`config.mk`:
```
export PLATFORM = sky130hd
export DESIGN_NAME = axi_id_tag_tracker
export DESIGN_NICKNAME = d
export VERILOG_FILES = /design/src/rtl/axi_id_tag_tracker.sv
export SDC_FILE = /design/constraint.sdc
export NUM_CORES = 1
export LEC_CHECK = 0
export BUFFER_PORTS_ARGS = -buffer_cell sky130_fd_sc_hd__buf_2
export CORE_MARGIN = 3
export CORE_UTILIZATION = 50
export DETAILED_ROUTE_END_ITERATION = 6
export MAX_ROUTING_LAYER = met4
export PLACE_DENSITY = 0.7
export SYNTH_ARGS = -nofsm -noshare
export SYNTH_HDL_FRONTEND = slang
export SYNTH_SLANG_ARGS = --single-unit
```
`constraint.sdc`:
```
create_clock -name clock -period 2.1 [get_ports clock]
set_input_delay 0.42 -clock clock [delete_from_list [all_inputs] [get_ports clock]]
set_output_delay 0.42 -clock clock [all_outputs]
set_load 0.005 [all_outputs]
```
`src/rtl/axi_id_tag_tracker.sv`:
```
// rtl/axi_id_tag_tracker.sv - per-AXI-ID tag FIFOs pairing request tags with final response beats
// Optional same-cycle request-to-response flow-through is enabled by defining AXI_ID_TRACKER_FLOW_EN.
module axi_id_tag_tracker #(
  parameter int ID_W  = 2,
  parameter int DEPTH = 2,
  parameter int TAG_W = 7
) (
  input  logic                 clock,
  input  logic                 reset_n,
  input  logic                 req_in_valid,
  output logic                 req_in_ready,
  input  logic [ID_W-1:0]      req_id,
  input  logic [TAG_W-1:0]     req_tag,
  output logic                 req_out_valid,
  input  logic                 req_out_ready,
  input  logic                 rsp_in_valid,
  output logic                 rsp_in_ready,
  input  logic [ID_W-1:0]      rsp_id,
  input  logic                 rsp_last,
  output logic                 rsp_out_valid,
  input  logic                 rsp_out_ready,
  output logic [TAG_W-1:0]     rsp_out_tag,
  output logic [2**ID_W-1:0]   busy,
  output logic                 idle
);

  localparam int NUM_IDS = 2**ID_W;
  localparam int PW      = (DEPTH > 1) ? $clog2(DEPTH) : 1;
  localparam int CW      = $clog2(DEPTH + 1);

  logic [TAG_W-1:0] mem    [NUM_IDS][DEPTH];
  logic [PW-1:0]    wr_ptr [NUM_IDS];
  logic [PW-1:0]    rd_ptr [NUM_IDS];
  logic [CW-1:0]    count  [NUM_IDS];

  logic req_full;
  logic rsp_empty;
  logic push;
  logic pop;
  logic flow;
  logic push_store;
  logic pop_store;
  logic rsp_avail;

  function automatic logic [PW-1:0] next_ptr(input logic [PW-1:0] p);
    return (p == PW'(DEPTH - 1)) ? '0 : p + 1'b1;
  endfunction

  // Gating uses registered occupancy only, so a pop never frees a slot for a same-cycle push.
  always_comb begin
    req_full      = (count[req_id] == CW'(DEPTH));
    rsp_empty     = (count[rsp_id] == '0);
    req_out_valid = req_in_valid & ~req_full;
    req_in_ready  = req_out_ready & ~req_full;
    push          = req_in_valid & req_in_ready;
  end

`ifdef AXI_ID_TRACKER_FLOW_EN
  assign flow = rsp_empty & push & (req_id == rsp_id);
`else
  assign flow = 1'b0;
`endif

  always_comb begin
    rsp_avail     = ~rsp_empty | flow;
    rsp_out_valid = rsp_in_valid & rsp_avail;
    rsp_in_ready  = rsp_out_ready & rsp_avail;
    rsp_out_tag   = flow ? req_tag : mem[rsp_id][rd_ptr[rsp_id]];
    pop           = rsp_in_valid & rsp_in_ready & rsp_last;
    // A flow-through final beat consumes the tag in flight; nothing is stored or popped.
    push_store    = push & ~(flow & pop);
    pop_store     = pop & ~flow;
  end

  always_ff @(posedge clock or negedge reset_n) begin
    if (!reset_n) begin
      for (int i = 0; i < NUM_IDS; i++) begin
        wr_ptr[i] <= '0;
        rd_ptr[i] <= '0;
        count[i]  <= '0;
      end
    end else begin
      for (int i = 0; i < NUM_IDS; i++) begin
        if (push_store && (req_id == ID_W'(i))) begin
          wr_ptr[i] <= next_ptr(wr_ptr[i]);
        end
        if (pop_store && (rsp_id == ID_W'(i))) begin
          rd_ptr[i] <= next_ptr(rd_ptr[i]);
        end
        case ({push_store && (req_id == ID_W'(i)), pop_store && (rsp_id == ID_W'(i))})
          2'b10:   count[i] <= count[i] + 1'b1;
          2'b01:   count[i] <= count[i] - 1'b1;
          default: count[i] <= count[i];
        endcase
      end
    end
  end

  always_ff @(posedge clock) begin
    if (push_store) begin
      mem[req_id][wr_ptr[req_id]] <= req_tag;
    end
  end

  always_comb begin
    for (int i = 0; i < NUM_IDS; i++) begin
      busy[i] = (count[i] != '0);
    end
    idle = ~|busy;
  end

endmodule

```
After elaboration in Yosys (flattened, before gate mapping)

Memories as Yosys holds them, arrays and structs flattened.
Index checks and enable logic that the tools add are counted.

Add/subtract/negate cells: 16
Order comparisons: 5
Equality and inequality tests: 15
Muxes and demuxes: 31
Bitwise operators: 13
Reduce and logical (&&, ||, !) cells: 22

Operator list:

| kind                  | number |
|---|---|
| $mux W7               | 4 |
| $eq A2 B2 Y1 const B  | 9 |
| $pmux W2 S2           | 4 |
| $reduce_bool A2 Y1    | 8 |
| $mux W14              | 1 |
| $mux W1               | 13 |
| $eq A2 B1 Y1 const B  | 6 |
| $logic_and A1 B1 Y1   | 9 |
| $add A1 B1 Y1 const B | 8 |
| $add A2 B1 Y2 const B | 4 |
| $bmux W2 S2           | 2 |
| $mux W2               | 4 |
| $sub A2 B1 Y2 const B | 4 |
| $and A1 B1 Y1         | 7 |
| $demux W7 S1          | 1 |
| $ge A3 B3 Y1 const B  | 2 |
| $logic_not A2 Y1      | 3 |
| $not A2 Y3            | 2 |
| $bmux W1 S2           | 2 |
| $ge A2 B2 Y1 const B  | 2 |
| $not A1 Y2            | 2 |
| $reduce_or A4 Y1      | 1 |
| $lt A2 B1 Y1 const B  | 1 |
| $not A1 Y1            | 2 |
| $logic_not A1 Y1      | 1 |

Register bits after elaboration: 16
Memory bits (writable): 56
Bits of input ports: 18
Output and inout port bits: 16
Logic and storage cells: 115
Memories: 1

Memory list:

| memory | depth | width | read ports | clocked after memory_dff | wr ports | line | text |
|---|---|---|---|---|---|---|---|
| mem    | 4     | 14    | 1          | 0                        | 1        | 31   | `logic [TAG_W-1:0] mem [NUM_IDS][DEPTH];` |

Depth between registers and ports, before layout

Gate-level depths: netlist (run 1).

Depth after elaboration: 12
Gate-level depth with buffers: 8
Depth with buffers taken out: 6

Worst setup path after synthesis (run 1)

Ideal clock, no wire load.

Path type: in2out
Start point: input port rsp_id[0]
End point: output port rsp_out_tag[1]
Data arrival time: 1510 ps
Required time: 1680 ps
Path slack: 170 ps
Cell stages on the path: 4
Path buffers: 2
Path through: buf_6 > buf_6 > mux4_1 > mux2_4

Word-level cells in the longest chain between the ends: 8
Elaborated cells on any way between the ends: 9
Those cells by class: mux: 6; bitwise: 2; memory: 1

RTL lines:

| element                                      | line | text |
|---|---|---|
| from (decl)                                  | 18   | `input logic [ID_W-1:0] rsp_id,` |
| $not A2 Y3 (implied by the code)             | 68   | `rsp_out_tag = flow ? req_tag : mem[rsp_id][rd_ptr[rsp_id]];` |
| $bmux W1 S2                                  | 68   |  |
| $mux W1 (implied by the code) (2 in a row)   | 68   |  |
| $not A1 Y2 (implied by the code)             | 68   |  |
| $mux W7 (implied by the code) * (3 in a row) | 68   |  |
| to (decl)                                    | 22   | `output logic [TAG_W-1:0] rsp_out_tag,` |

Every way passes the cells marked *; elsewhere a longest branch is shown, timed or not. The select of a mux whose other input is x is not followed.

Worst setup path after layout (run 1)

Start point: register rd_ptr[1] in the netlist's numbering
End point: output port rsp_out_tag[1]

Word-level cells in the longest chain between the ends: 7

RTL lines:

| element                                    | line | text |
|---|---|---|
| from (decl)                                | 33   | `logic [PW-1:0] rd_ptr [NUM_IDS];` |
| from (signal, indexed assignment)          | 88   | `rd_ptr[i] <= next_ptr(rd_ptr[i]);` |
| $bmux W1 S2                                | 68   |  |
| $mux W1 (implied by the code) (2 in a row) | 68   |  |
| $not A1 Y2 (implied by the code)           | 68   |  |
| $mux W7 (implied by the code) (3 in a row) | 68   |  |

Every way passes these cells. The select of a mux whose other input is x is not followed.

==> reports/qor.csv, run 1 <==
metric,value,unit
TritonCTS sink count,72,
post-synthesis sequential area ratio,65.80,%
number of enable-type register cells in the synthesized netlist,56,
Post-Syn Nets,195,
number of core rows,28,
Max rail drop VDD,0.7043,mV
count of boundary I/O pins,34,
total via count in the routed design,1759,
Max-cap violations,0,
post-synthesis cell count,173,
commonest cells in the synthesized netlist,"sky130_fd_sc_hd__edfxtp_1, sky130_fd_sc_hd__nor2_1, sky130_fd_sc_hd__dfrtp_1",
Hold/Removal Path Class,input pin to flop,
Post-Place Cells,291,
clock tree from TritonCTS,built,
"Period Utilization, post-route",108.4,%
failing checks,setup timing,
dominant register cell in the synthesized netlist,sky130_fd_sc_hd__edfxtp_1,
pin count of the biggest net entering global routing,17,
Power Density,1096,nW/µm²
Ant. Diodes,0,
via count of the first global-routing pass,1835,
"Warnings, synthesis",0,
layout cells sized above 1,40.16,%
clock skew after layout,0.008652,ns
category of the most critical setup path,flop to primary output,
setup repair after global routing missed its margin,true,
wire length of the first global-routing pass,9673,µm
most numerous cell in the Yosys netlist,sky130_fd_sc_hd__edfxtp_1,
filler cell count,442,
"wirelength, routed",6051,µm
clock transition at the registers of the reported paths,0.08,ns
highest attainable clock frequency,439.4,MHz
mean routed wirelength per cell,18.97,µm
number of port buffers,33,
Worst EP required,1.68,ns
CP startpoint kind,flop,
Synth cell types,26,
die width,85.55,µm
minimum clock period after layout,2.276,ns
H-tree depth,3,
Final GP Congestion,0.7938,
first-pass detailed-route iteration total,4,
aggregate global routing overflow,0,
area of the die,7319,µm²
Tightest Pin Transition,0.3966,ns
"crit path setup slack, layout",-0.1757,ns
synth top area cells,"sky130_fd_sc_hd__edfxtp_1, sky130_fd_sc_hd__dfrtp_1, sky130_fd_sc_hd__mux4_1",
final antenna-violating net count,0,
layout overhead on the synthesized area,23.01,%
total half-perimeter wirelength after legalization and detailed placement,4160,µm
clock insertion delay at the later pin of the skew report,0.34,ns
initial antenna violation count,0,
Post-Synthesis Cell Area,3164,µm²
CP Capture Type,primary output,
DRC,0,
critical path data arrival time,1.86,ns
Core ar.,6026,µm²
leakage component of the power,1.549,nW
number of nets in the layout,261,
maximum buffer depth of the clock tree,2,
count of state elements after synthesis,72,
proportion of register bits with asynchronous set or reset after synthesis,22.22,%
setup TNS,-1.155,ns
effective utilization at floorplan,52.51,%
highest fanout seen on the critical path,7,
Final Core Density,64.60,%
filler-free cell count of the finished design,319,
master cell of the clock root buffer,sky130_fd_sc_hd__clkbuf_8,
endpoints failing hold,0,
mean cell area of the mapped netlist,18.29,µm²
final total power,4.264,mW
final max-slew violation count,0,
via count normalized by instance count,5.514,
outcome,finished with violations,
Die H,85.55,µm
register-to-register path setup slack,0.52,ns
clock buffers created by TritonCTS,9,
relative slew slack,73.50,%
Synth top area share,53.14,%
Overall Global Routing Usage,18.65,%
post-synth top area cell,sky130_fd_sc_hd__edfxtp_1,
number of violations reported at the end of detailed-routing iteration 0,105,
final-report setup violation count,7,
## kinds of logic (layout without fill, tap and decap cells)
| family | after synthesis | in the layout | synth area share (%) |
|---|---|---|---|
| flip-flops | 72 | 72 | 65.80 |
| AND/OR/NAND/NOR | 37 | 37 | 6.207 |
| multiplexers | 32 | 32 | 19.45 |
| XOR/XNOR | 16 | 16 | 4.429 |
| buffers and inverters | 12 | 83 | 2.530 |
| adder cells (fa/ha/maj) | 4 | 4 | 1.582 |
## through the flow
stage / hold WS, ns / setup WS, ns / cell area [µm²]
2_1_floorplan: 0.1244 / 0.1700 / 3164
3_3_place_gp: 0.3458 / -0.05118 / 3498
3_5_place_dp: 0.3673 / -0.07387 / 3498
4_1_cts: 0.3381 / -0.1850 / 3844
5_1_grt: 0.3545 / -0.2215 / 3892
6_report: 0.3587 / -0.1757 / 3892
## report_power, final
part	switching, mW	internal, mW	total [mW]
combinational	0.499	0.691	1.19
sequential	0.135	1.74	1.87
clock	0.493	0.709	1.20
## registers in the layout (all words and copies together) (netlist names)
name / flops
mem: 56
count: 8
rd_ptr: 4
wr_ptr: 4
## cells in the final DEF, fill, tap and decap left out, types with 3 or more instances in the layout
cell type	n
sky130_fd_sc_hd__buf_2	24
sky130_fd_sc_hd__buf_4	26
sky130_fd_sc_hd__buf_6	9
sky130_fd_sc_hd__clkbuf_8	10
sky130_fd_sc_hd__dfrtp_1	16
sky130_fd_sc_hd__edfxtp_1	56
sky130_fd_sc_hd__ha_1	4
sky130_fd_sc_hd__inv_1	6
sky130_fd_sc_hd__mux2_2	5
sky130_fd_sc_hd__mux2_4	7
sky130_fd_sc_hd__mux2i_1	3
sky130_fd_sc_hd__mux4_1	11
sky130_fd_sc_hd__mux4_2	6
sky130_fd_sc_hd__nand3_1	3
sky130_fd_sc_hd__nor2_1	17
sky130_fd_sc_hd__xnor2_1	8
sky130_fd_sc_hd__xor2_1	8
## layer usage
| metal | up-vias | routed length [µm] | global-route usage (%) |
|---|---|---|---|
| li1 | 806 | - | - |
| met1 | 900 | 2642 | 23.67 |
| met2 | 47 | 3032 | 29.59 |
| met3 | 6 | 309 | 5.476 |
| met4 | 0 | 66 | 5.180 |
| met5 | - | 0 | - |
## worst paths after layout
kind | startpoint | to | cells past startpoint
setup / recovery | rd_ptr[1] | rsp_out_tag[1] | 3
hold / removal | req_tag[1] | mem[1][1] | 1
setup reg to reg | count[1] | count[1] | 5
hold reg to reg | count[1] | count[1] | 1
max in group asynchronous | reset_n | count[2] | 2
min in group asynchronous | reset_n | count[4] | 2
## cell type report
cell class | count | area (µm²) | share of cell area [%]
flip-flops and latches | 72 | 2082 | 53.49
clock inverters | 4 | 77.57 | 1.993
clock buffers | 12 | 145.1 | 3.729
well taps | 75 | 93.84 | 2.411
multi-input cells | 89 | 1025 | 26.33
repair buffers | 61 | 446.7 | 11.48
inverters | 6 | 22.52 | 0.5786
## worst max-delay path, stage by stage (launching register included)
cell	delay (ns)
sky130_fd_sc_hd__dfrtp_1	0.39
sky130_fd_sc_hd__mux4_2	0.64
sky130_fd_sc_hd__mux2_4	0.37
sky130_fd_sc_hd__buf_6	0.12
## timing repair
action                                  CTS  global route
gates resized for setup                   7             7
pin swaps                                 0             2
hold buffers                              1             0
endpoints found under the setup margin    9            10
buffers inserted                          9             2
hold endpoints to repair                 12             0
(Power assumes the default switching activity.)
==> run 2, diff against run 1 <==
--- a/config.mk
+++ b/config.mk
@@ -5,12 +5,14 @@
 export SDC_FILE = /design/constraint.sdc
 export NUM_CORES = 1
 export LEC_CHECK = 0
+export ABC_AREA = 1
 export BUFFER_PORTS_ARGS = -buffer_cell sky130_fd_sc_hd__buf_2
 export CORE_MARGIN = 3
 export CORE_UTILIZATION = 50
 export DETAILED_ROUTE_END_ITERATION = 6
 export MAX_ROUTING_LAYER = met4
 export PLACE_DENSITY = 0.7
+export REMOVE_ABC_BUFFERS = 1
 export SYNTH_ARGS = -nofsm -noshare
 export SYNTH_HDL_FRONTEND = slang
 export SYNTH_SLANG_ARGS = --single-unit
==> reports/qor.csv, run 2 <==
metric,value,unit,change
Core ar.,6026,µm²,unchanged
number of enable-type register cells in the synthesized netlist,56,,unchanged
Placement Setup Slack,-0.1052,ns,-0.03130 ns
maximum buffer depth of the clock tree,2,,unchanged
wire length of the first global-routing pass,11260,µm,+16%
clock tree from TritonCTS,built,,
layout overhead on the synthesized area,22.21,%,
mean cell area of the mapped netlist,11.37,µm²,-38%
final-report setup violation count,0,,-7
CP startpoint kind,flop,,
first-pass detailed-route iteration total,4,,unchanged
via count normalized by instance count,5.276,,-4.3%
"commonest non-fill, non-tap cell in the layout",sky130_fd_sc_hd__nand2_1,,
critical path data arrival time,1.62,ns,-0.24 ns
clock insertion delay at the later pin of the skew report,0.34,ns,about the same
worst min-delay path startpoint,req_tag[0],,
clock buffers created by TritonCTS,9,,unchanged
Ant. Diodes,0,,unchanged
Hold/Removal Path Class,input pin to flop,,
critical path startpoint,rd_ptr[2],,
die width,85.65,µm,+0.11%
final max-slew violation count,0,,unchanged
"Period Utilization, post-route",97.08,%,-11 points
Overall Global Routing Usage,21.44,%,+2.8 points
Synth top area share,53.02,%,-0.13 points
area of the die,7335,µm²,+0.22%
count of boundary I/O pins,34,,unchanged
clock skew after layout,0.01028,ns,+0.001625 ns
H-tree depth,3,,unchanged
"Warnings, synthesis",0,,unchanged
setup TNS,0,ns,+1.155 ns
category of the most critical setup path,flop to primary output,,
count of state elements after synthesis,72,,unchanged
number of core rows,28,,unchanged
"crit path setup slack, layout",0.06133,ns,+0.2370 ns
dominant register cell in the synthesized netlist,sky130_fd_sc_hd__edfxtp_1,,
startpoint of the worst register-to-register path,count[2],,
DRC,0,,unchanged
endpoints failing hold,0,,unchanged
Power Density,1017,nW/µm²,-7.2%
post-synthesis sequential area ratio,65.64,%,-0.16 points
leakage component of the power,1.697,nW,+9.5%
Synth cell types,26,,unchanged
highest fanout seen on the critical path,7,,unchanged
TritonCTS sink count,72,,unchanged
number of nets in the layout,363,,+39%
Largest register FFs,56,,unchanged
synth top area cells,"sky130_fd_sc_hd__edfxtp_1, sky130_fd_sc_hd__dfrtp_1, sky130_fd_sc_hd__nand2_1",,
number of violations reported at the end of detailed-routing iteration 0,281,,+170%
outcome,"complete, no violations",,
Tightest Pin Transition,0.4154,ns,+0.01879 ns
highest attainable clock frequency,490.5,MHz,+12%
master cell of the clock root buffer,sky130_fd_sc_hd__clkbuf_8,,
layout cells sized above 1,28.32,%,-12 points
Final GP Congestion,0.8723,,+9.9%
total via count in the routed design,2221,,+26%
Die H,85.65,µm,+0.11%
"commonest non-fill, non-tap cells in the layout","sky130_fd_sc_hd__nand2_1, sky130_fd_sc_hd__edfxtp_1, sky130_fd_sc_hd__buf_2",,
pin count of the biggest net entering global routing,17,,unchanged
post-synth top area cell,sky130_fd_sc_hd__edfxtp_1,,
commonest cells in the synthesized netlist,"sky130_fd_sc_hd__nand2_1, sky130_fd_sc_hd__edfxtp_1, sky130_fd_sc_hd__a22oi_1",,
Post-Synthesis Cell Area,3172,µm²,+0.24%
Placed Instance Area,3596,µm²,+2.8%
setup repair after global routing missed its margin,true,,
post-synthesis cell count,279,,+61%
number of port buffers,33,,unchanged
total half-perimeter wirelength after legalization and detailed placement,4735,µm,+14%
clock transition at the registers of the reported paths,0.08,ns,about the same
aggregate global routing overflow,0,,unchanged
"wirelength, routed",7121,µm,+18%
relative slew slack,72.31,%,-1.2 points
proportion of register bits with asynchronous set or reset after synthesis,22.22,%,unchanged
Max rail drop VDD,0.5158,mV,-27%
CP Capture Type,primary output,,
via count of the first global-routing pass,2173,,+18%
finished layout cell area,3876,µm²,-0.42%
Worst EP required,1.68,ns,about the same
filler cell count,466,,+5.4%
initial antenna violation count,0,,unchanged
effective utilization at floorplan,52.64,%,+0.12 points
final antenna-violating net count,0,,unchanged
most numerous cell in the Yosys netlist,sky130_fd_sc_hd__nand2_1,,
minimum clock period after layout,2.039,ns,-0.2370 ns
mean routed wirelength per cell,16.91,µm,-11%
Max-cap violations,0,,unchanged
-- run 2: changes by cell type in the layout (fill, tap and decap cells not counted), moves of 8 or more --
cell,delta
sky130_fd_sc_hd__mux4_1,-11
sky130_fd_sc_hd__buf_2,+9
sky130_fd_sc_hd__a22oi_1,+28
sky130_fd_sc_hd__buf_6,-8
sky130_fd_sc_hd__buf_4,-9
sky130_fd_sc_hd__inv_1,+15
sky130_fd_sc_hd__nor2_1,-9
sky130_fd_sc_hd__inv_2,+10
sky130_fd_sc_hd__nand2_1,+79
-- run 2: path summary, 6_finish.rpt --
path,end,slack (ns),cells after the start
worst max-delay path,rsp_out_tag[2],0.06,7
worst min-delay path,mem[3][0],0.35,1
worst max register to register,count[7],0.16,12
worst min register to register,rd_ptr[1],0.48,2
max in group asynchronous,count[2],1.24,2
min in group asynchronous,count[4],0.54,2
-- run 2: timing repair --
item,CTS,global route
endpoints found under the hold margin,11,0
setup endpoints to repair,1,6
resized for setup,4,11
setup buffers,1,2
pin swaps,1,2
hold buffers,1,0
-- run 2: critical path, stage by stage (launching register included) --
cell                      delay [ns]
sky130_fd_sc_hd__dfrtp_1        0.39
sky130_fd_sc_hd__inv_2          0.08
sky130_fd_sc_hd__o22ai_2        0.10
sky130_fd_sc_hd__nor3_4         0.27
sky130_fd_sc_hd__inv_2          0.14
sky130_fd_sc_hd__nand2_1        0.09
sky130_fd_sc_hd__nand2_1        0.07
sky130_fd_sc_hd__buf_2          0.13
-- run 2: final cells by class --
cell class	count	area [µm²]	share of cell area [%]
clock inverters	6	67.56	1.743
flip-flops and latches	72	2083	53.74
inverters	31	116.4	3.002
multi-input cells	171	993.5	25.63
repair buffers	56	394.1	10.17
clock buffers	10	127.6	3.292
well taps	75	93.84	2.421
-- run 2: where the power goes --
group | switching [mW] | internal (mW) | total (mW)
Combinational | 0.571 | 0.439 | 1.01
Sequential | 0.117 | 1.72 | 1.84
Clock | 0.535 | 0.556 | 1.09
-- run 2: layer usage --
metal  global-route usage (%)  vias up  wire (µm)
li1                         -     1100          -
met1                    30.24     1039       3181
met2                    31.36       73       3351
met3                    3.650        9        510
met4                    8.345        0         77
met5                        -        -          0
-- run 2: metrics by stage --
step	cells	util, %	hold slack, ns	power [mW]
floorplan	274	-	0.1244	2.356
global placement	401	59.68	0.3588	2.742
detailed placement	401	59.68	0.3715	2.768
CTS	419	63.39	0.3390	3.887
global route	421	64.33	0.3506	4.153
finish	421	64.33	0.3484	3.940
-- run 2: cell families (layout without fill, tap and decap cells) --
logic type	count (synthesis)	after routing	share of synthesized area (%)
AO/OA/AOI/OAI	41	41	9.073
XOR/XNOR	8	8	2.209
adder cells (fa/ha/maj)	4	4	1.578
buffers and inverters	36	103	4.537
flip-flops	72	72	65.64
AND/OR/NAND/NOR	118	118	16.96
